**config.mk**
```make
export PLATFORM = sky130hd
export DESIGN_NAME = debounce_bank_flat
export DESIGN_NICKNAME = d
export VERILOG_FILES = /design/src/rtl/debounce_pkg.sv /design/src/rtl/debounce_bank_if.sv /design/src/rtl/debounce_channel.sv /design/src/rtl/debounce_bank.sv /design/src/flat_wrapper.sv
export SDC_FILE = /design/constraint.sdc
export NUM_CORES = 1
export LEC_CHECK = 0
export CORE_ASPECT_RATIO = 1.4
export CORE_MARGIN = 4
export CORE_UTILIZATION = 50
export CTS_CLUSTER_SIZE = 20
export DETAILED_ROUTE_END_ITERATION = 16
export PLACE_DENSITY = 0.75
export SLEW_MARGIN = 20
export SYNTH_ARGS = -nofsm -noshare
export SYNTH_HDL_FRONTEND = slang
export SYNTH_SLANG_ARGS = --single-unit
export TNS_END_PERCENT = 50
```
**constraint.sdc**
```tcl
create_clock -name clk -period 11.2 [get_ports clk]
set_clock_uncertainty 0.05 [all_clocks]
set_input_delay 1.12 -clock clk [delete_from_list [all_inputs] [get_ports clk]]
set_output_delay 1.12 -clock clk [all_outputs]
set_load 0.05 [all_outputs]
```
**src/rtl/debounce_pkg.sv**
```systemverilog
// Purpose: shared defaults, the per-channel pulse bundle and the counter-width helper for the debounce bank.
// Latency: n/a (declarations only).
// Backpressure: n/a.
package debounce_pkg;

    localparam int unsigned DEF_N_CH          = 4;
    localparam int unsigned DEF_STABLE_CYCLES = 50000;
    localparam int unsigned DEF_LONG_CYCLES   = 25000000;
    localparam int unsigned DEF_REPEAT_CYCLES = 0;
    localparam bit          DEF_ACTIVE_LOW    = 1'b0;

    // One channel's event pulses, all one cycle wide.
    typedef struct packed {
        logic up;
        logic dn;
        logic long_press;
        logic rpt;
    } ch_pulse_t;

    // Bits needed to hold values 0..max_count; never narrower than 1.
    function automatic int unsigned cnt_width(input int unsigned max_count);
        return (max_count < 1) ? 1 : $clog2(max_count + 1);
    endfunction

    function automatic int unsigned max2(input int unsigned a, input int unsigned b);
        return (a > b) ? a : b;
    endfunction

endpackage

```
**src/rtl/debounce_bank_if.sv**
```systemverilog
// Purpose: switch inputs and debounced state/event outputs of the debounce bank.
// Latency: n/a (wires only).
// Backpressure: none; events are fire-and-forget pulses.
// master = the side driving switches and consuming events; slave = the debounce bank.
interface debounce_bank_if
    import debounce_pkg::*;
#(
    parameter int unsigned N_CH = DEF_N_CH
) ();

    logic [N_CH-1:0] switch_in;   // raw asynchronous switch levels
    logic [N_CH-1:0] state;       // debounced level, 1 = pressed
    logic [N_CH-1:0] trans_up;    // pulse on debounced 0->1
    logic [N_CH-1:0] trans_dn;    // pulse on debounced 1->0
    logic [N_CH-1:0] long_press;  // pulse once a press has been held long enough
    logic [N_CH-1:0] rpt;         // auto-repeat pulse while held after a long press
    logic            any_event;   // OR of all pulses across all channels

    modport master (
        output switch_in,
        input  state, trans_up, trans_dn, long_press, rpt, any_event
    );

    modport slave (
        input  switch_in,
        output state, trans_up, trans_dn, long_press, rpt, any_event
    );

endinterface

```
**src/rtl/debounce_channel.sv**
```systemverilog
// Purpose: one switch channel: 2-flop sync, stability counter, hold counter, event pulses.
// Latency: state and up/dn pulse appear STABLE_CYCLES+2 edges after raw first sampled at a new level.
// Backpressure: none; pulses are one cycle and never held.
// Ports: clk, rst (async high), raw (already polarity-corrected), state, pulse (registered),
//        pulse_nxt (value pulse takes on the next edge, for registered cross-channel OR).
module debounce_channel
    import debounce_pkg::*;
#(
    parameter int unsigned STABLE_CYCLES = DEF_STABLE_CYCLES,
    parameter int unsigned LONG_CYCLES   = DEF_LONG_CYCLES,
    parameter int unsigned REPEAT_CYCLES = DEF_REPEAT_CYCLES
) (
    input  logic      clk,
    input  logic      rst,
    input  logic      raw,
    output logic      state,
    output ch_pulse_t pulse,
    output ch_pulse_t pulse_nxt
);

    localparam int unsigned SW = cnt_width(STABLE_CYCLES);
    localparam int unsigned HW = cnt_width(max2(LONG_CYCLES, REPEAT_CYCLES));
    localparam logic [SW-1:0] STABLE_LAST = SW'(STABLE_CYCLES - 1);
    localparam logic [HW-1:0] LONG_LAST   = HW'(LONG_CYCLES - 1);
    localparam logic [HW-1:0] REPEAT_LAST = HW'((REPEAT_CYCLES == 0) ? 0 : REPEAT_CYCLES - 1);
    localparam bit            REPEAT_EN   = (REPEAT_CYCLES != 0);

    logic          sync1, sync2;
    logic [SW-1:0] stab_cnt, stab_cnt_nxt;
    logic [HW-1:0] hold_cnt, hold_cnt_nxt;
    logic          long_done, long_done_nxt;
    logic          state_nxt;
    logic          toggle;

    always_comb begin
        toggle        = (sync2 != state) && (stab_cnt == STABLE_LAST);
        state_nxt     = state ^ toggle;
        stab_cnt_nxt  = '0;
        hold_cnt_nxt  = hold_cnt;
        long_done_nxt = long_done;
        pulse_nxt     = '0;

        if ((sync2 != state) && !toggle) begin
            stab_cnt_nxt = stab_cnt + 1'b1;
        end

        pulse_nxt.up = toggle & ~state;
        pulse_nxt.dn = toggle & state;

        // Hold timing restarts from zero at each long/repeat pulse so the
        // counter never has to wrap. A release on the due edge wins over
        // the long/repeat pulse.
        if (!state) begin
            hold_cnt_nxt  = '0;
            long_done_nxt = 1'b0;
        end else if (!long_done) begin
            if (hold_cnt == LONG_LAST) begin
                hold_cnt_nxt         = '0;
                long_done_nxt        = 1'b1;
                pulse_nxt.long_press = ~toggle;
            end else begin
                hold_cnt_nxt = hold_cnt + 1'b1;
            end
        end else if (REPEAT_EN) begin
            if (hold_cnt == REPEAT_LAST) begin
                hold_cnt_nxt  = '0;
                pulse_nxt.rpt = ~toggle;
            end else begin
                hold_cnt_nxt = hold_cnt + 1'b1;
            end
        end
        // With repeat disabled the counter parks after the long press.
    end

    always_ff @(posedge clk or posedge rst) begin
        if (rst) begin
            sync1     <= 1'b0;
            sync2     <= 1'b0;
            stab_cnt  <= '0;
            hold_cnt  <= '0;
            long_done <= 1'b0;
            state     <= 1'b0;
            pulse     <= '0;
        end else begin
            sync1     <= raw;
            sync2     <= sync1;
            stab_cnt  <= stab_cnt_nxt;
            hold_cnt  <= hold_cnt_nxt;
            long_done <= long_done_nxt;
            state     <= state_nxt;
            pulse     <= pulse_nxt;
        end
    end

endmodule

```
**src/rtl/debounce_bank.sv**
```systemverilog
// Purpose: N_CH independent switch debouncers with press/release/long/repeat events and a global event flag.
// Latency: events STABLE_CYCLES+2 edges after a raw level change; any_event in the same cycle as the pulses.
// Backpressure: none; all outputs are free-running pulses/levels.
// Ports: clk, rst (async high), bus (slave side of debounce_bank_if).
module debounce_bank
    import debounce_pkg::*;
#(
    parameter int unsigned N_CH          = DEF_N_CH,
    parameter int unsigned STABLE_CYCLES = DEF_STABLE_CYCLES,
    parameter int unsigned LONG_CYCLES   = DEF_LONG_CYCLES,
    parameter int unsigned REPEAT_CYCLES = DEF_REPEAT_CYCLES,
    parameter bit          ACTIVE_LOW    = DEF_ACTIVE_LOW
) (
    input  logic           clk,
    input  logic           rst,
    debounce_bank_if.slave bus
);

    logic [N_CH-1:0] lvl;
    logic [N_CH-1:0] evt_nxt;
    ch_pulse_t       pulse     [N_CH];
    ch_pulse_t       pulse_nxt [N_CH];

    // Inversion happens before the synchroniser so reset's 0 means "released".
    assign lvl = ACTIVE_LOW ? ~bus.switch_in : bus.switch_in;

    for (genvar g = 0; g < N_CH; g++) begin : g_ch
        debounce_channel #(
            .STABLE_CYCLES (STABLE_CYCLES),
            .LONG_CYCLES   (LONG_CYCLES),
            .REPEAT_CYCLES (REPEAT_CYCLES)
        ) u_ch (
            .clk       (clk),
            .rst       (rst),
            .raw       (lvl[g]),
            .state     (bus.state[g]),
            .pulse     (pulse[g]),
            .pulse_nxt (pulse_nxt[g])
        );

        assign bus.trans_up[g]   = pulse[g].up;
        assign bus.trans_dn[g]   = pulse[g].dn;
        assign bus.long_press[g] = pulse[g].long_press;
        assign bus.rpt[g]        = pulse[g].rpt;
        assign evt_nxt[g]        = |pulse_nxt[g];
    end

    // Registered from next-cycle pulse values so it lines up with the pulses.
    always_ff @(posedge clk or posedge rst) begin
        if (rst) begin
            bus.any_event <= 1'b0;
        end else begin
            bus.any_event <= |evt_nxt;
        end
    end

endmodule

```
**src/flat_wrapper.sv**
```systemverilog
// flat-port wrapper written by rule: the top's interface ports become plain ports
module debounce_bank_flat import debounce_pkg::*;
#(
    parameter int unsigned N_CH          = DEF_N_CH,
    parameter int unsigned STABLE_CYCLES = DEF_STABLE_CYCLES,
    parameter int unsigned LONG_CYCLES   = DEF_LONG_CYCLES,
    parameter int unsigned REPEAT_CYCLES = DEF_REPEAT_CYCLES,
    parameter bit          ACTIVE_LOW    = DEF_ACTIVE_LOW
)
  (clk, rst, bus_switch_in, bus_state, bus_trans_up, bus_trans_dn, bus_long_press, bus_rpt, bus_any_event);
  debounce_bank_if #(.N_CH(N_CH)) bus_i ();
  input  logic clk;
  input  logic rst;
  input wire logic [$bits(bus_i.switch_in)-1:0] bus_switch_in;
  output wire logic [$bits(bus_i.state)-1:0] bus_state;
  output wire logic [$bits(bus_i.trans_up)-1:0] bus_trans_up;
  output wire logic [$bits(bus_i.trans_dn)-1:0] bus_trans_dn;
  output wire logic [$bits(bus_i.long_press)-1:0] bus_long_press;
  output wire logic [$bits(bus_i.rpt)-1:0] bus_rpt;
  output wire logic [$bits(bus_i.any_event)-1:0] bus_any_event;
  assign bus_i.switch_in = bus_switch_in;
  assign bus_state = bus_i.state;
  assign bus_trans_up = bus_i.trans_up;
  assign bus_trans_dn = bus_i.trans_dn;
  assign bus_long_press = bus_i.long_press;
  assign bus_rpt = bus_i.rpt;
  assign bus_any_event = bus_i.any_event;
  debounce_bank #(.N_CH(N_CH), .STABLE_CYCLES(STABLE_CYCLES), .LONG_CYCLES(LONG_CYCLES), .REPEAT_CYCLES(REPEAT_CYCLES), .ACTIVE_LOW(ACTIVE_LOW)) u_core (.clk(clk), .rst(rst), .bus(bus_i));
endmodule
```
==> results by group, run 1 <==
Setup path
  – Setup slack, reg-to-reg: 8560 ps
  – R2R Path Start: u_core.g_ch[0].u_ch.hold_cnt[0]
  – Kind of critical path: flip-flop to primary output
  – R2r worst-path depth: 7
  – Required time worst endpoint: 10030 ps
  – Worst Setup End Kind: primary output
  – Cell depth of the worst setup path: 1
  – Worst Path Buf+Inv: 1
  – CP max stage delay: 900 ps
  – Family with the most delay on the worst path: buffers and inverters
  – Max stage delay cell, worst path: clkdlybuf4s50_1
  – Crit Path Max Fanout: 16
  – Data arrival time of the critical path: 1970 ps
  – Crit path to: bus_state[2]
  – Critical path launch point type: flip-flop
  – Crit-path cells: clkdlybuf4s50_1
  – Reg-to-reg endpoint: u_core.g_ch[0].u_ch.hold_cnt[13]

Logic synthesis
  – #FFs+latches synth: 193
  – Post-Syn Area: 9890 µm²
  – Asr flop ratio synth: 1.00
  – Cell variety after synth: 64
  – Post-synth EDFFs: 0
  – Yosys warns: 0
  – Most common flop cell mapped by yosys: dfrtp_1
  – Seq/Total Area, Yosys: 0.488
  – Syn_area_per_cell: 9.26 µm²
  – Mapped Cells: 1068

Cells and area
  – Most frequent cells in the layout: dfrtp_1 (193), nand2_1 (123), nor2_1 (109), nand3_1 (69), a21oi_1 (50)
  – Fin cells: 1330
  – Multi-input logic area: 4750 µm²
  – N_diodes: 0
  – Fill cell count: 1717
  – Core Util, Final: 0.559
  – Final #Nets: 1083
  – Area Growth Syn to Fin: 9.52%
  – Reg area: 4830 µm²
  – Layout cells sized above 1: 0.0490
  – Leading cell type in the layout, fill and taps excluded: dfrtp_1

Power
  – Combinational Power Share: 0.022
  – Clock share of power: 0.450
  – Seq pwr share: 0.529
  – Switching Fraction: 0.214
  – Peak VDD IR: 0.111 mV
  – PwrDens: 123 nW/µm²
  – Internal Power: 1.05 mW
  – Sw Pwr: 286 µW
  – Pleak: 4.37 nW

Global routing
  – Initial antenna violation count: 0
  – First-pass GRT wire length: 36.0 mm
  – Largest net degree at the start of global routing: 114
  – GRT Total Usage: 0.193
  – GRT Residual Overflow: 0
  – Vias in the first global route: 7677

Clock tree
  – Clock Tree Buf Depth: 2
  – Clock Latency Late Sink: 430 ps
  – H-tree Lvls: 4
  – Post_cts resized: 0
  – CTS root buffer: clkbuf_16
  – Reg clk slew, reported paths: 70 ps
  – # hold bufs at CTS: 0
  – CTS Buf Count: 17
  – Clock sinks: 193
  – CTS tree: yes
  – Post-CTS Setup Inserts: 0

Timing
  – Fin. Hold Viols: 0
  – Final worst path period share: 0.281
  – Final Setup Violations: 0
  – Slew Viols, Final: 0
  – Slew margin rel.: 0.284
  – Setup TNS: 0 ps
  – RSZ-0062 raised after global routing: no
  – Max Freq: 0.318 GHz
  – Minimum clock period: 3140 ps
  – Slew @ Worst Pin: 1070 ps

Run
  – Max-Cap Viols: 0

Placed design
  – Routability congestion estimate from global placement: 0.818
  – DP Cell Count: 1298
  – IO buf count: 22
  – DP HPWL: 13.5 mm

Drt
  – Vias per std cell: 5.96
  – 1st-iter DRT viols: 643
  – Drt drc: 0
  – Drt first pass iters: 5
  – DR vias: 7925
  – Post-route antenna net violation count: 0
  – Routed Wire Length: 20.6 mm
  – Wire length per cell: 15.5 µm

Floorplanning
  – Row cnt: 60
  – Die X: 127 µm
  – Die area: 22100 µm²
  – Die Ht: 174 µm
  – Core area: 19400 µm²
  – I/O pins: 27
  – Initial Utilization: 0.511

Hold path
  – HP Class: flip-flop to flip-flop

Run status
  – Status: complete, no violations
-- power by group through the flow --
stage | combinational (mW) | sequential [mW] | clock [mW]
finish | 0.0289 | 0.706 | 0.600
global route | 0.0343 | 0.706 | 0.647
CTS | 0.0302 | 0.706 | 0.614
detailed placement | 0.0302 | 0.719 | 0
global placement | 0.0298 | 0.719 | 0
floorplan | 0.0229 | 0.718 | 0
-- state kept, by name, indices dropped and copies added (netlist names), named ones only --
signal,count
u_core.bus.any_event,1
u_core.g_ch.u_ch.hold_cnt,100
u_core.g_ch.u_ch.long_done,4
u_core.g_ch.u_ch.pulse,12
u_core.g_ch.u_ch.stab_cnt,64
u_core.g_ch.u_ch.sync1,4
u_core.g_ch.u_ch.sync2,4
-- cells by family after synthesis --
kind of cell	share of synthesized area
xor gates and xnor gates	0.0593
adders and majority gates	0.0101
buffers and inverters	0.0336
AOI/OAI and AO/OA	0.124
DFF	0.488
muxes	0.00974
and+or+nand+nor	0.274
other	0.000379
-- synth_stat cells, types with 8 or more instances --
| library cell | instances | area (µm²) |
|---|---|---|
| nor4_1 | 14 | 87.6 |
| and3_1 | 33 | 206 |
| a21oi_1 | 50 | 250 |
| xor2_1 | 40 | 350 |
| inv_1 | 26 | 97.6 |
| nor2b_1 | 8 | 50.1 |
| and2_1 | 18 | 113 |
| nand3_1 | 69 | 345 |
| and4_1 | 19 | 166 |
| nand2b_1 | 12 | 75.1 |
| buf_4 | 9 | 67.6 |
| a31oi_1 | 49 | 307 |
| clkbuf_1 | 28 | 105 |
| dfrtp_1 | 193 | 4830 |
| xnor2_1 | 27 | 236 |
| nand4_1 | 45 | 282 |
| or3_1 | 11 | 68.8 |
| ha_1 | 8 | 100 |
| a41oi_1 | 10 | 87.6 |
| nor3_1 | 21 | 105 |
| o21ai_0 | 39 | 195 |
| nor2_1 | 109 | 409 |
| nand2_1 | 123 | 462 |
-- metal layers --
metal	GRT usage	part of all wire	up-vias
met2	0.318	0.51	121
met3	0.0415	0.028	26
li1	-	-	3856
met4	0.0590	0.014	0
met1	0.255	0.45	3922
met5	0	0	-
-- how the worst min path moves through the flow --
stage	depth (start not counted)	startpoint	endpoint	slack, ps
floorplan	0	u_core.g_ch[0].u_ch.sync1	u_core.g_ch[0].u_ch.sync2	280
global placement	0	u_core.g_ch[3].u_ch.sync1	u_core.g_ch[3].u_ch.sync2	280
detailed placement	0	u_core.g_ch[0].u_ch.sync1	u_core.g_ch[0].u_ch.sync2	290
CTS	0	u_core.g_ch[0].u_ch.sync1	u_core.g_ch[0].u_ch.sync2	310
global route	0	u_core.g_ch[0].u_ch.sync1	u_core.g_ch[0].u_ch.sync2	320
finish	0	u_core.g_ch[0].u_ch.sync1	u_core.g_ch[0].u_ch.sync2	310
-- layout make-up --
| cell class | count | area share |
|---|---|---|
| Inverter | 26 | 0.00970 |
| Clock inverter | 8 | 0.00704 |
| Tap cell | 248 | 0.0286 |
| Sequential cell | 193 | 0.446 |
| Clock buffer | 24 | 0.0472 |
| Multi-Input combinational cell | 805 | 0.438 |
| Timing Repair Buffer | 26 | 0.0234 |
-- stage by stage --
| step | setup slack [ps] | total power [mW] | area [µm²] | hold slack (ps) |
|---|---|---|---|---|
| 2_1_floorplan | 4770 | 0.741 | 9900 | 281 |
| 3_3_place_gp | 7840 | 0.749 | 10200 | 285 |
| 3_5_place_dp | 7830 | 0.750 | 10200 | 293 |
| 4_1_cts | 8050 | 1.35 | 10800 | 310 |
| 5_1_grt | 7950 | 1.39 | 10800 | 318 |
| 6_report | 8060 | 1.34 | 10800 | 307 |
No activity file was read; power rests on OpenSTA's default activity.
==> inputs of run 2 (changes only) <==
- clock period: 11.2 -> 3.3 ns (I/O delays scaled with it)
==> results by group, run 2 (synthesis results as in run 1) <==
Floorplanning
  – I/O pins: 27 (unchanged)
  – Die Ht: 174 µm (unchanged)
  – Initial Utilization: 0.511 (unchanged)
  – Core area: 19400 µm² (unchanged)
  – Row cnt: 60 (unchanged)
  – Die X: 127 µm (unchanged)
  – Die area: 22100 µm² (unchanged)

Clock tree
  – CTS tree: yes
  – # hold bufs at CTS: 0 (unchanged)
  – Reg clk slew, reported paths: 70 ps (about the same)
  – CTS root buffer: clkbuf_16
  – H-tree Lvls: 4 (unchanged)
  – Clock Latency Late Sink: 440 ps (about the same)
  – Clock sinks: 193 (unchanged)
  – Post-CTS Setup Inserts: 0 (unchanged)
  – Clock Tree Buf Depth: 2 (unchanged)
  – Post_cts resized: 0 (unchanged)
  – CTS Buf Count: 17 (unchanged)

Cells and area
  – Leading cell type in the layout, fill and taps excluded: dfrtp_1
  – Largest registers: u_core.g_ch.u_ch.hold_cnt x100, u_core.g_ch.u_ch.stab_cnt x64, u_core.g_ch.u_ch.pulse x12
  – Final #Nets: 1087 (+0.37%)
  – Area Growth Syn to Fin: 10.0%
  – Biggest register: u_core.g_ch.u_ch.hold_cnt
  – Core Util, Final: 0.562 (+0.00252)
  – Layout cells sized above 1: 0.0516 (+0.00258)
  – N_diodes: 0 (unchanged)
  – Fill cell count: 1699 (-1.0%)
  – Max FFs per register: 100 (unchanged)
  – Most frequent cells in the layout: dfrtp_1 (193), nand2_1 (123), nor2_1 (109), nand3_1 (69), a21oi_1 (50)

Setup path
  – Worst Setup End Kind: flip-flop
  – Crit-path cells: ha_1 -> nand3_1 -> or4b_1 -> o31a_1 -> buf_4 -> a32oi_1 -> nand2_1
  – Cell depth of the worst setup path: 7 (+6)
  – Kind of critical path: flip-flop to flip-flop
  – Max stage delay cell, worst path: or4b_1
  – Critical path launch point type: flip-flop
  – Family with the most delay on the worst path: simple AND/OR/NAND/NOR gates
  – Data arrival time of the critical path: 2790 ps (+820 ps)
  – CP max stage delay: 550 ps (-350 ps)
  – Crit Path Max Fanout: 24 (+8)
  – Required time worst endpoint: 3570 ps (-6460 ps)
  – R2r worst-path depth: 7 (unchanged)
  – Worst Path Buf+Inv: 1 (unchanged)

Power
  – Peak VDD IR: 0.361 mV (+230%)
  – PwrDens: 419 nW/µm² (+240%)
  – Pleak: 4.39 nW (+0.38%)

Drt
  – DR vias: 7837 (-1.1%)
  – Post-route antenna net violation count: 0 (unchanged)
  – 1st-iter DRT viols: 437 (-32%)
  – Routed Wire Length: 20.1 mm (-2.6%)
  – Drt drc: 0 (unchanged)
  – Wire length per cell: 15.1 µm (-2.9%)
  – Drt first pass iters: 7 (+2)
  – Vias per std cell: 5.87 (-1.4%)

Global routing
  – Initial antenna violation count: 0 (unchanged)
  – Largest net degree at the start of global routing: 98 (-14%)
  – GRT Total Usage: 0.187 (-0.00599)
  – GRT Residual Overflow: 0 (unchanged)
  – Vias in the first global route: 7352 (-4.2%)
  – First-pass GRT wire length: 34.9 mm (-3.1%)

Timing
  – Max Freq: 0.397 GHz
  – Slew Viols, Final: 0 (unchanged)
  – RSZ-0062 raised after global routing: no
  – Minimum clock period: 2520 ps
  – Slew margin rel.: 0.295 (+0.0103)
  – Setup TNS: 0 ps (unchanged)
  – Final Setup Violations: 0 (unchanged)
  – Fin. Hold Viols: 0 (unchanged)
  – Final worst path period share: 0.763
  – Slew @ Worst Pin: 1060 ps (-15.5 ps)

Placed design
  – IO buf count: 22 (unchanged)
  – Routability congestion estimate from global placement: 0.871 (+6.5%)
  – DP HPWL: 13.7 mm (+1.3%)

Hold path
  – HP Class: primary input to async pin

Run status
  – Status: complete, no violations

Run
  – Max-Cap Viols: 0 (unchanged)
-- run 2: cell types whose count changed in the layout (fill, tap and decap cells not counted) --
cell        previous run  this run
clkinvlp_4             3         5
buf_4                  3         6
clkinv_2               3         2
bufinv_16              1         2
buf_6                  1         0
clkbuf_8               6         2
clkbuf_1               1         2
buf_12                 0         2
inv_6                  0         1
-- run 2: metrics by stage --
step | std cells | power, mW | area (µm²) | hold WS [ps] | setup slack [ps]
after global routing | 1334 | 4.71 | 10900 | 264 | 648
after global placement | 1302 | 2.55 | 10300 | 282 | 851
after detailed placement | 1302 | 2.55 | 10300 | 291 | 819
after CTS | 1334 | 4.61 | 10900 | 241 | 798
final | 1334 | 4.57 | 10900 | 233 | 783
after floorplan | 1071 | 2.52 | 9910 | 281 | 430
-- run 2: where the power goes --
part	leakage, nW	internal (mW)	total [mW]	switching, mW
combinational	1.44	0.0239	0.102	0.0776
sequential	2.67	2.38	2.40	0.0140
clock	0.278	1.16	2.07	0.906
-- run 2: worst paths after layout --
kind,start,endpoint,slack [ps]
worst max-delay path,u_core.g_ch[0].u_ch.hold_cnt[0],u_core.g_ch[0].u_ch.hold_cnt[20],780
max in group asynchronous,rst,u_core.g_ch[1].u_ch.hold_cnt[8],2100
worst max register to register,u_core.g_ch[0].u_ch.hold_cnt[0],u_core.g_ch[0].u_ch.hold_cnt[20],780
worst min register to register,u_core.g_ch[3].u_ch.sync1,u_core.g_ch[3].u_ch.sync2,300
min in group clk,bus_switch_in[2],u_core.g_ch[2].u_ch.sync1,280
worst min-delay path,rst,u_core.g_ch[3].u_ch.hold_cnt[13],230
-- run 2: worst register-to-register path, delay by kind of cell, from the launching register on --
family                   cells  cell delay (ps)
AO/OA/AOI/OAI                2              700
buffers and inverters        1              300
flip-flops                   1              390
adder cells (fa/ha/maj)      1              220
AND/OR/NAND/NOR              3              760
-- run 2: layout make-up --
type,count,area (µm²),area share
clock buffer,21,460,0.0423
clock inverter,11,129,0.0118
inverter,26,101,0.00931
multi-input combinational,805,4750,0.436
sequential,193,4830,0.444
tap,248,310,0.0285
timing repair buffer,30,305,0.0280
-- run 2: layer usage --
layer  GRT usage  part of all wire  up-vias
li1            -                 -     3869
met3      0.0320             0.029       33
met4      0.0675             0.020        0
met5           0                 0        -
met2       0.313              0.50      133
met1       0.244              0.45     3802
==> inputs of run 3 (changes only) <==
- PLACE_DENSITY: 0.75 -> 0.77
- clock period: 3.3 -> 2.1 ns (I/O delays scaled with it)
==> results by group, run 3 (synthesis results as in run 1) <==
Run status
  – Status: complete, but fails checks
  – Failing checks: negative setup slack

Timing
  – Final worst path period share: 1.06 (+0.293)
  – Slew @ Worst Pin: 710 ps (-348 ps)
  – Max Freq: 0.451 GHz (+14%)
  – Slew Viols, Final: 0 (unchanged)
  – Minimum clock period: 2220 ps (-301 ps)
  – Slew margin rel.: 0.526 (+0.232)
  – Final Setup Violations: 23 (+23)
  – Setup TNS: -1470 ps (-1470 ps)
  – Fin. Hold Viols: 0 (unchanged)
  – Final hold slack: 36.4 ps (-196 ps)
  – Setup ws final: -116 ps (-899 ps)
  – RSZ-0062 raised after global routing: yes

Power
  – Seq pwr share: 0.528 (+0.003)
  – Pleak: 4.89 nW (+11%)
  – Clock share of power: 0.448 (-0.005)
  – PwrDens: 603 nW/µm² (+44%)
  – Peak VDD IR: 0.565 mV (+56%)
  – Tot Pwr: 7.14 mW (+56%)
  – Switching Fraction: 0.218 (-0.000735)
  – Internal Power: 5.58 mW (+56%)
  – Combinational Power Share: 0.025 (+0.003)
  – Sw Pwr: 1.55 mW (+56%)

Drt
  – Vias per std cell: 6.00 (+2.2%)
  – Post-route antenna net violation count: 0 (unchanged)
  – Drt first pass iters: 5 (-2)
  – Wire length per cell: 16.2 µm (+7.8%)
  – DR vias: 8476 (+8.2%)
  – DR WL met2: 11.9 mm (+19%)
  – Max Used Layer: met4
  – 1st-iter DRT viols: 606 (+39%)
  – Routed Wire Length: 22.9 mm (+14%)
  – M1 wire length: 9.71 mm (+6.8%)
  – Drt drc: 0 (unchanged)
  – Routed wl met3: 689 µm (+17%)

Setup path
  – Crit Path Max Fanout: 8 (-67%)
  – CP max stage delay: 500 ps (-50 ps)
  – Required time worst endpoint: 2340 ps (-1230 ps)
  – Critical path launch point type: flip-flop
  – Crit-path cells: nor4_4 -> or4b_4 -> o31a_1 -> buf_6 -> a41oi_2 -> a31oi_1
  – Data arrival time of the critical path: 2450 ps (-340 ps)
  – Worst Path Buf+Inv: 1 (unchanged)
  – Max stage delay cell, worst path: or4b_4
  – Family with the most delay on the worst path: simple AND/OR/NAND/NOR gates
  – Worst Setup End Kind: flip-flop
  – Kind of critical path: flip-flop to flip-flop

Cells and area
  – Final #Nets: 1165 (+7.2%)
  – Area Growth Syn to Fin: 19.7%
  – N_diodes: 0 (unchanged)
  – Biggest register: u_core.g_ch.u_ch.hold_cnt
  – Final Instance Area: 11800 µm² (+8.8%)
  – Most frequent cells in the layout: dfrtp_1 (191), nand2_1 (122), nor2_1 (108), buf_4 (72), nand3_1 (69)
  – Largest registers: u_core.g_ch.u_ch.hold_cnt x100, u_core.g_ch.u_ch.stab_cnt x64, u_core.g_ch.u_ch.pulse x12
  – Leading cell type in the layout, fill and taps excluded: dfrtp_1
  – Max FFs per register: 100 (unchanged)
  – Layout cells sized above 1: 0.152 (+0.100)

Hold path
  – HP Class: primary input to async pin

Global routing
  – First-pass GRT wire length: 38.5 mm (+10%)
  – Vias in the first global route: 8227 (+12%)
  – Largest net degree at the start of global routing: 73 (-26%)
  – Initial antenna violation count: 0 (unchanged)
  – GRT Total Usage: 0.208 (+0.0208)
  – GRT Residual Overflow: 0 (unchanged)

Clock tree
  – Clock sinks: 193 (unchanged)
  – CTS root buffer: clkbuf_16
  – CTS Buf Count: 17 (unchanged)
  – CTS tree: yes
  – Reg clk slew, reported paths: 70 ps (about the same)
  – Clock Latency Late Sink: 440 ps (about the same)
  – Clock Tree Buf Depth: 2 (unchanged)
  – H-tree Lvls: 4 (unchanged)

Placed design
  – Post-DP Area: 10800 µm² (+5.0%)
  – Dpl ws: -166 ps (-985 ps)
  – Routability congestion estimate from global placement: 0.856 (-1.7%)
  – DP HPWL: 15.1 mm (+10%)
  – IO buf count: 22 (unchanged)

Run
  – Max-Cap Viols: 0 (unchanged)

Floorplanning
  – Row cnt: 60 (unchanged)
  – Die Ht: 174 µm (unchanged)
  – Die X: 127 µm (unchanged)
  – Die area: 22100 µm² (unchanged)
  – I/O pins: 27 (unchanged)
  – Core area: 19400 µm² (unchanged)
  – Initial Utilization: 0.511 (unchanged)
[run 3: changes by cell type in the layout (fill, tap and decap cells not counted), moves of 3 or more]
| cell | change |
|---|---|
| a21oi_2 | +13 |
| clkdlybuf4s50_1 | -3 |
| buf_6 | +5 |
| a21oi_1 | -16 |
| a41oi_1 | -6 |
| ha_2 | +3 |
| clkbuf_16 | +4 |
| a41oi_2 | +6 |
| buf_4 | +66 |
| o21ai_0 | -6 |
| a21oi_4 | +3 |
| ha_1 | -3 |
| o21ai_1 | +6 |
[run 3: power by group through the flow]
stage / sequential [mW] / clock (mW) / combinational (mW)
detailed placement: 3.84 / 0 / 0.181
CTS: 3.76 / 3.26 / 0.183
floorplan: 3.83 / 0 / 0.123
global placement: 3.83 / 0 / 0.180
finish: 3.77 / 3.19 / 0.175
global route: 3.77 / 3.43 / 0.206
[run 3: worst paths after layout]
check / startpoint / to / slack [ps] / depth (start not counted)
max in group asynchronous: rst / u_core.g_ch[0].u_ch.hold_cnt[11] / 1290 / 3
worst min-delay path: rst / u_core.g_ch[0].u_ch.hold_cnt[14] / 40 / 2
worst max register to register: u_core.g_ch[0].u_ch.hold_cnt[8] / u_core.g_ch[0].u_ch.hold_cnt[7] / -120 / 6
worst min register to register: u_core.g_ch[1].u_ch.sync1 / u_core.g_ch[1].u_ch.sync2 / 300 / 0
worst max-delay path: u_core.g_ch[0].u_ch.hold_cnt[8] / u_core.g_ch[0].u_ch.hold_cnt[7] / -120 / 6
min in group clk: bus_switch_in[2] / u_core.g_ch[2].u_ch.sync1 / 160 / 1
[run 3: worst register-to-register path: cells and delay by family, from the launching register on]
family / cells / cell delay, ps
and+or+nand+nor: 2 / 810
buffers and inverters: 1 / 200
DFF: 1 / 410
AOI/OAI and AO/OA: 3 / 590
[run 3: area by class of cell]
class	instances	area [µm²]
clock buffers	20	447
clock inverters	12	133
fillers	1583	7530
inverters	26	101
multi-input cells	805	5010
flip-flops and latches	193	4830
well taps	248	310
repair buffers	108	1010
[run 3: what timing repair did]
item / in CTS / in global routing
gates cloned: 2 / 5
setup buffers: 2 / 4
resized for setup: 18 / 49
pin swaps: 12 / 15
hold buffers: 0 / 0
endpoints found under the setup margin: 31 / 74
[run 3: through the flow]
stage,instances,util
detailed placement,1367,0.558
global route,1412,0.611
floorplan,1071,-
CTS,1403,0.593
global placement,1367,0.558
finish,1412,0.611
[run 3: routing by layer]
layer / GRT usage / vias up
met5: 0 / -
met4: 0.0823 / 0
met3: 0.0360 / 59
met2: 0.356 / 188
met1: 0.260 / 4207
li1: - / 4022
